**src/rtl/multi_pulse_stretcher_pkg.sv**
```systemverilog
// Shared definitions for the multi-channel pulse stretcher: default sizing,
// trigger-mode encodings and the per-cycle trigger classification.
package multi_pulse_stretcher_pkg;

    localparam int DEF_NUM_CH = 4;
    localparam int DEF_CNT_W  = 8;

    // Trigger-mode encodings for the EDGE_DET parameter.
    localparam int EDGE_DET_LEVEL = 0;
    localparam int EDGE_DET_RISE  = 1;

    // Longest window the default counter width can express.
    localparam int MAX_LEN = (1 << DEF_CNT_W) - 1;

    // What a channel does with the trigger seen in the current cycle.
    typedef enum logic [1:0] {
        TRIG_NONE   = 2'd0,
        TRIG_ACCEPT = 2'd1,
        TRIG_DROP   = 2'd2
    } trig_act_e;

endpackage

```
**src/rtl/multi_pulse_stretcher_chan.sv**
```systemverilog
// One stretcher channel: trigger detection, window down-counter and the
// registered pulse_out / trig_drop flags.
module multi_pulse_stretcher_chan
    import multi_pulse_stretcher_pkg::*;
#(
    parameter int CNT_W    = DEF_CNT_W,
    parameter int EDGE_DET = EDGE_DET_RISE
) (
    input  logic             clk,
    input  logic             rst_n,
    input  logic             enable,
    input  logic             retrig_en,
    input  logic [CNT_W-1:0] stretch_len,
    input  logic             pulse_in,
    output logic             pulse_out,
    output logic             trig_drop
);

    logic             prev_q, prev_d;
    logic             out_q, out_d;
    logic             drop_q, drop_d;
    logic [CNT_W-1:0] cnt_q, cnt_d;

    logic [CNT_W-1:0] len_m1;
    logic             trig;
    logic             mid_window;
    trig_act_e        act;

    // Trigger detection and classification; a zero length behaves as one cycle,
    // so the reload value is simply stretch_len-1 clamped at zero.
    always_comb begin
        len_m1     = (stretch_len == '0) ? '0 : stretch_len - CNT_W'(1);
        trig       = (EDGE_DET == EDGE_DET_RISE) ? (pulse_in & ~prev_q) : pulse_in;
        // On the last high cycle (cnt==0) a trigger is a fresh start, not a retrigger.
        mid_window = out_q && (cnt_q != '0);
        act        = TRIG_NONE;
        if (enable && trig) begin
            act = (mid_window && !retrig_en) ? TRIG_DROP : TRIG_ACCEPT;
        end
    end

    // Next-state for the window counter, output and drop flag.
    always_comb begin
        prev_d = pulse_in;
        out_d  = out_q;
        cnt_d  = cnt_q;
        drop_d = 1'b0;
        case (act)
            TRIG_ACCEPT: begin
                out_d = 1'b1;
                cnt_d = len_m1;
            end
            TRIG_DROP: begin
                drop_d = 1'b1;
                cnt_d  = cnt_q - CNT_W'(1);
            end
            default: begin
                if (out_q) begin
                    if (cnt_q != '0) begin
                        cnt_d = cnt_q - CNT_W'(1);
                    end else begin
                        out_d = 1'b0;
                    end
                end
            end
        endcase
    end

    // Channel state registers with asynchronous clear.
    always_ff @(posedge clk or negedge rst_n) begin
        if (!rst_n) begin
            prev_q <= 1'b0;
            out_q  <= 1'b0;
            drop_q <= 1'b0;
            cnt_q  <= '0;
        end else begin
            prev_q <= prev_d;
            out_q  <= out_d;
            drop_q <= drop_d;
            cnt_q  <= cnt_d;
        end
    end

    assign pulse_out = out_q;
    assign trig_drop = drop_q;

endmodule

```
**src/rtl/multi_pulse_stretcher.sv**
```systemverilog
// Multi-channel pulse stretcher: NUM_CH independent channels sharing the
// length and mode controls, plus a combinational busy summary.
module multi_pulse_stretcher
    import multi_pulse_stretcher_pkg::*;
#(
    parameter int NUM_CH   = DEF_NUM_CH,
    parameter int CNT_W    = DEF_CNT_W,
    parameter int EDGE_DET = EDGE_DET_RISE
) (
    input  logic              clk,
    input  logic              rst_n,
    input  logic              enable,
    input  logic              retrig_en,
    input  logic [CNT_W-1:0]  stretch_len,
    input  logic [NUM_CH-1:0] pulse_in,
    output logic [NUM_CH-1:0] pulse_out,
    output logic [NUM_CH-1:0] trig_drop,
    output logic              busy
);

    for (genvar g = 0; g < NUM_CH; g++) begin : g_chan
        multi_pulse_stretcher_chan #(
            .CNT_W    (CNT_W),
            .EDGE_DET (EDGE_DET)
        ) u_chan (
            .clk         (clk),
            .rst_n       (rst_n),
            .enable      (enable),
            .retrig_en   (retrig_en),
            .stretch_len (stretch_len),
            .pulse_in    (pulse_in[g]),
            .pulse_out   (pulse_out[g]),
            .trig_drop   (trig_drop[g])
        );
    end

    // busy follows the registered outputs directly, so it clears with reset.
    always_comb begin
        busy = |pulse_out;
    end

endmodule
```
**config.mk**
```make
export PLATFORM = sky130hd
export DESIGN_NAME = multi_pulse_stretcher
export DESIGN_NICKNAME = d
export VERILOG_FILES = /design/src/rtl/multi_pulse_stretcher_pkg.sv /design/src/rtl/multi_pulse_stretcher_chan.sv /design/src/rtl/multi_pulse_stretcher.sv
export SDC_FILE = /design/constraint.sdc
export NUM_CORES = 1
export LEC_CHECK = 0
export ABC_AREA = 1
export CAP_MARGIN = 25
export CORE_UTILIZATION = 63
export CTS_CLUSTER_DIAMETER = 50
export DETAILED_ROUTE_END_ITERATION = 12
export GPL_TIMING_DRIVEN = 0
export PLACE_DENSITY = 0.91
export SYNTH_ARGS = -nofsm -noshare
export SYNTH_HDL_FRONTEND = slang
export SYNTH_SLANG_ARGS = --single-unit
```
**constraint.sdc**
```tcl
create_clock -name clk -period 4.4 [get_ports clk]
set_clock_uncertainty 0.05 [all_clocks]
set_input_delay 0.88 -clock clk [delete_from_list [all_inputs] [get_ports clk]]
set_output_delay 0.88 -clock clk [all_outputs]
set_load 0.05 [all_outputs]
```
==> results.txt <==
STA classifies the critical path startpoint as a register. The synthesized design contains 0 enable-type register cells. For the number of nets with antenna violations after routing, the log shows 0.

Sequential cells were found to cover 34.9% of the synthesized design area. The clock transition at the registers of the reported paths was 80 ps. Total congestion overflow after global routing: 0. In the final timing run, aggregate negative setup slack is 0 ps. The number of vias in the routed layout came out at 2848. The number of cells on the worst reg-to-reg path is 11, and the cell row count is 25. The TritonCTS sink count was 44; the number of buffers between clock root and the deepest sink was 2. The tools report the post-CTS setup buffer count as 0.

The count of cell types in the netlist is 33. When the netlist entered floorplanning its net count stood at 456. The run gives 0 as the setup-violating endpoint count in the final report.

In the final layout, the multi-input gates occupy 1670 um^2. The ratio of routed vias to standard cells is 5.38. By startpoint and endpoint, the worst setup path is classified as reg -> out.

The critical path required time was 3470 ps. Of all nets on the critical path, the largest fanout is 4. Hold repair after CTS inserted 0 buffers.

The worst-case IR drop observed on VDD is 0.386 mV. Clock tree synthesis inserted a total of 5 buffers. Summed over all instances, the cell type with the most area after synthesis is sky130_fd_sc_hd__dfrtp_1.

The count of cells along the worst hold path came out at 1. Measured along the y axis, the die boundary spans 72.8 um. The time the final worst path needs with I/O delays and setup works out to 2920 ps.

In the synthesized netlist the async set-or-reset flop fraction comes to 100%. The smallest hold slack was 392 ps; the horizontal extent of the die was 72.8 um. The total wire length after detailed routing was 7.08 mm; the first-pass iteration count of the detailed router was 5. The data arrival time of the critical path came out at 1990 ps. The flow ran to the end, and the final reports show no timing, DRC or antenna violations. The number of global-route vias before repair is 2671. The later-pin clock latency in the skew report came out at 310 ps. For the number of antenna violations at the first check in global routing, the log shows 0. The run gives 5.14 mm as the HPWL after detailed placement. TritonCTS built the clock tree. The final period utilization was 66.4%. Of the post-synthesis cell area, the dominant cell type holds 34.9%. The transition time at the pin with the least slew margin is 594 ps. Port buffering added 24 buffers. Average cell area after synthesis: 7.34 um^2. The worst hold path class is reg -> reg.

The die area came out at 5290 um^2. Counting the fill cells in the layout gives 364. The tools report the master cell of the clock root buffer as sky130_fd_sc_hd__clkbuf_8. The register bit total from synthesis was 44; the wire length per cell was 13.4 um. The number of placed instances, taps included, is 522. Summed over all cells, the static leakage comes to 1.81 nW. The global-route usage over all layers came out at 29.5%. The first global-routing pass estimated 12.0 mm of wire. Counting instances in the post-synthesis netlist gives the leading cell types as sky130_fd_sc_hd__nand2_1 (105), sky130_fd_sc_hd__nand3_1 (65), sky130_fd_sc_hd__inv_1 (51).

Post-CTS repair changed the size of 0 cells. CTS built an H-tree with a depth of 2. For this run, the leading register cell type out of synthesis is sky130_fd_sc_hd__dfrtp_1. Across the run, the number of max-cap violations was 0.

The number of nets at the end of the flow came out at 488. The worst setup path is captured at a primary output. The initial utilization of the core area, before any placement, comes to 65.9%. In this run the standard cell core region covers 4790 um^2.

After synthesis, the cell types taking the most area are sky130_fd_sc_hd__dfrtp_1 (35%), sky130_fd_sc_hd__nand2_1 (12%), sky130_fd_sc_hd__nand3_1 (10%), sky130_fd_sc_hd__inv_1 (6.1%), sky130_fd_sc_hd__ha_1 (4.0%). After technology mapping, the gate count stands at 430. Most common cell in the synthesized netlist: sky130_fd_sc_hd__nand2_1.

25 I/O pins were placed. The worst pin sits at a relative slew slack of 60.3%. The count of warnings emitted by yosys was 0; the final weighted congestion in routability-driven placement was 0.851. The post-route netlist has 16.7% of its cells at a drive strength greater than 1. 0 antenna diodes ended up in the layout. The flip-flop and latch area is 1100 um^2, and the post-detailed-route DRC marker count is 0. Setup repair after global routing left no endpoint under its margin. The first routing iteration left 214 violations. For this design the ratio of total power to cell area is 583 nW/um^2. The maximum number of pins on one net before global-route repair was 27; the maximum operating frequency was 342 MHz. The mapped netlist covers 3150 um^2. The post-route non-filler standard cell count came out at 529. Compared with the post-synthesis result, the final layout area differs by 13.2%.

For the final count of hold timing violations, the log shows 0. For the max-slew violation count, the log shows 0.
[critical path: stages (launching register included)]
cell and delay [ps]:
sky130_fd_sc_hd__dfrtp_1 440, sky130_fd_sc_hd__or4_1 530, sky130_fd_sc_hd__clkdlybuf4s50_1 720
[where the power goes]
| part | internal [W] | switching (W) | leakage, nW |
|---|---|---|---|
| Clock | 0.000108 | 0.000145 | 0.0410 |
| Combinational | 0.000439 | 0.000642 | 1.26 |
| Sequential | 0.000574 | 0.000174 | 0.509 |
[metal layers]
layer	vias to the layer above	global-route usage [%]	routed length, um
met5	-	0	0
met4	0	13.5	212
met3	17	4.28	435
met2	105	49.2	3410
met1	1314	38.0	3020
li1	1412	-	-
[layout by cell type (no fill, tap or decap), drive strengths merged, types with 2 or more instances in the layout]
master,n
nand2,121
nand3,71
inv,67
dfrtp,44
nor2,38
o21ai,26
clkdlybuf4s50,23
buf,18
xor2,11
ha,10
nor3,10
xnor2,6
clkbuf,6
nor4,3
nand3b,2
[area by class of cell]
| class | instances | area share [%] |
|---|---|---|
| flip-flops and latches | 44 | 30.8 |
| plain buffers | 16 | 3.61 |
| multi-input cells | 303 | 46.7 |
| repair buffers | 25 | 7.15 |
| well taps | 67 | 2.35 |
| clock buffers | 6 | 2.03 |
| inverters | 67 | 7.18 |
| clock inverters | 1 | 0.140 |
[metrics by stage]
step | power [W] | util [%] | setup WS, ps | cell area [um^2]
2_1_floorplan | 0.00158 | - | 2290 | 3150
3_3_place_gp | 0.00175 | 72.7 | 1200 | 3480
3_5_place_dp | 0.00182 | 73.0 | 1730 | 3490
4_1_cts | 0.00208 | 74.6 | 1480 | 3570
5_1_grt | 0.00226 | 74.6 | 1440 | 3570
6_report | 0.00208 | 74.6 | 1480 | 3570
[registers in the layout, summed over array words and instances (netlist names)]
signal,count
g_chan.u_chan.cnt_q,32
g_chan.u_chan.prev_q,4
g_chan.u_chan.pulse_out,4
g_chan.u_chan.trig_drop,4
[cell families after synthesis]
family,after synthesis,synth area share (%)
and+or+nand+nor,248,38.8
buffers and inverters,83,12.2
DFF,44,34.9
AOI/OAI and AO/OA,28,5.35
xor gates and xnor gates,17,4.72
adders and majority gates,10,3.97
[final timing paths]
check | startpoint | endpoint | slack (ps)
min in group asynchronous | rst_n | g_chan[2].u_chan.cnt_q[7]$_DFFE_PN0P_ | 460
worst max register to register | g_chan[1].u_chan.cnt_q[0]$_DFFE_PN0P_ | g_chan[1].u_chan.cnt_q[6]$_DFFE_PN0P_ | 2650
max in group asynchronous | rst_n | g_chan[1].u_chan.cnt_q[3]$_DFFE_PN0P_ | 3350
worst max-delay path | g_chan[2].u_chan.pulse_out$_DFFE_PN0N_ | busy | 1480
worst min-delay path | g_chan[2].u_chan.prev_q$_DFF_PN0_ | g_chan[2].u_chan.trig_drop$_DFF_PN0_ | 390
worst min register to register | g_chan[2].u_chan.prev_q$_DFF_PN0_ | g_chan[2].u_chan.trig_drop$_DFF_PN0_ | 390
(Power assumes the default switching activity.)
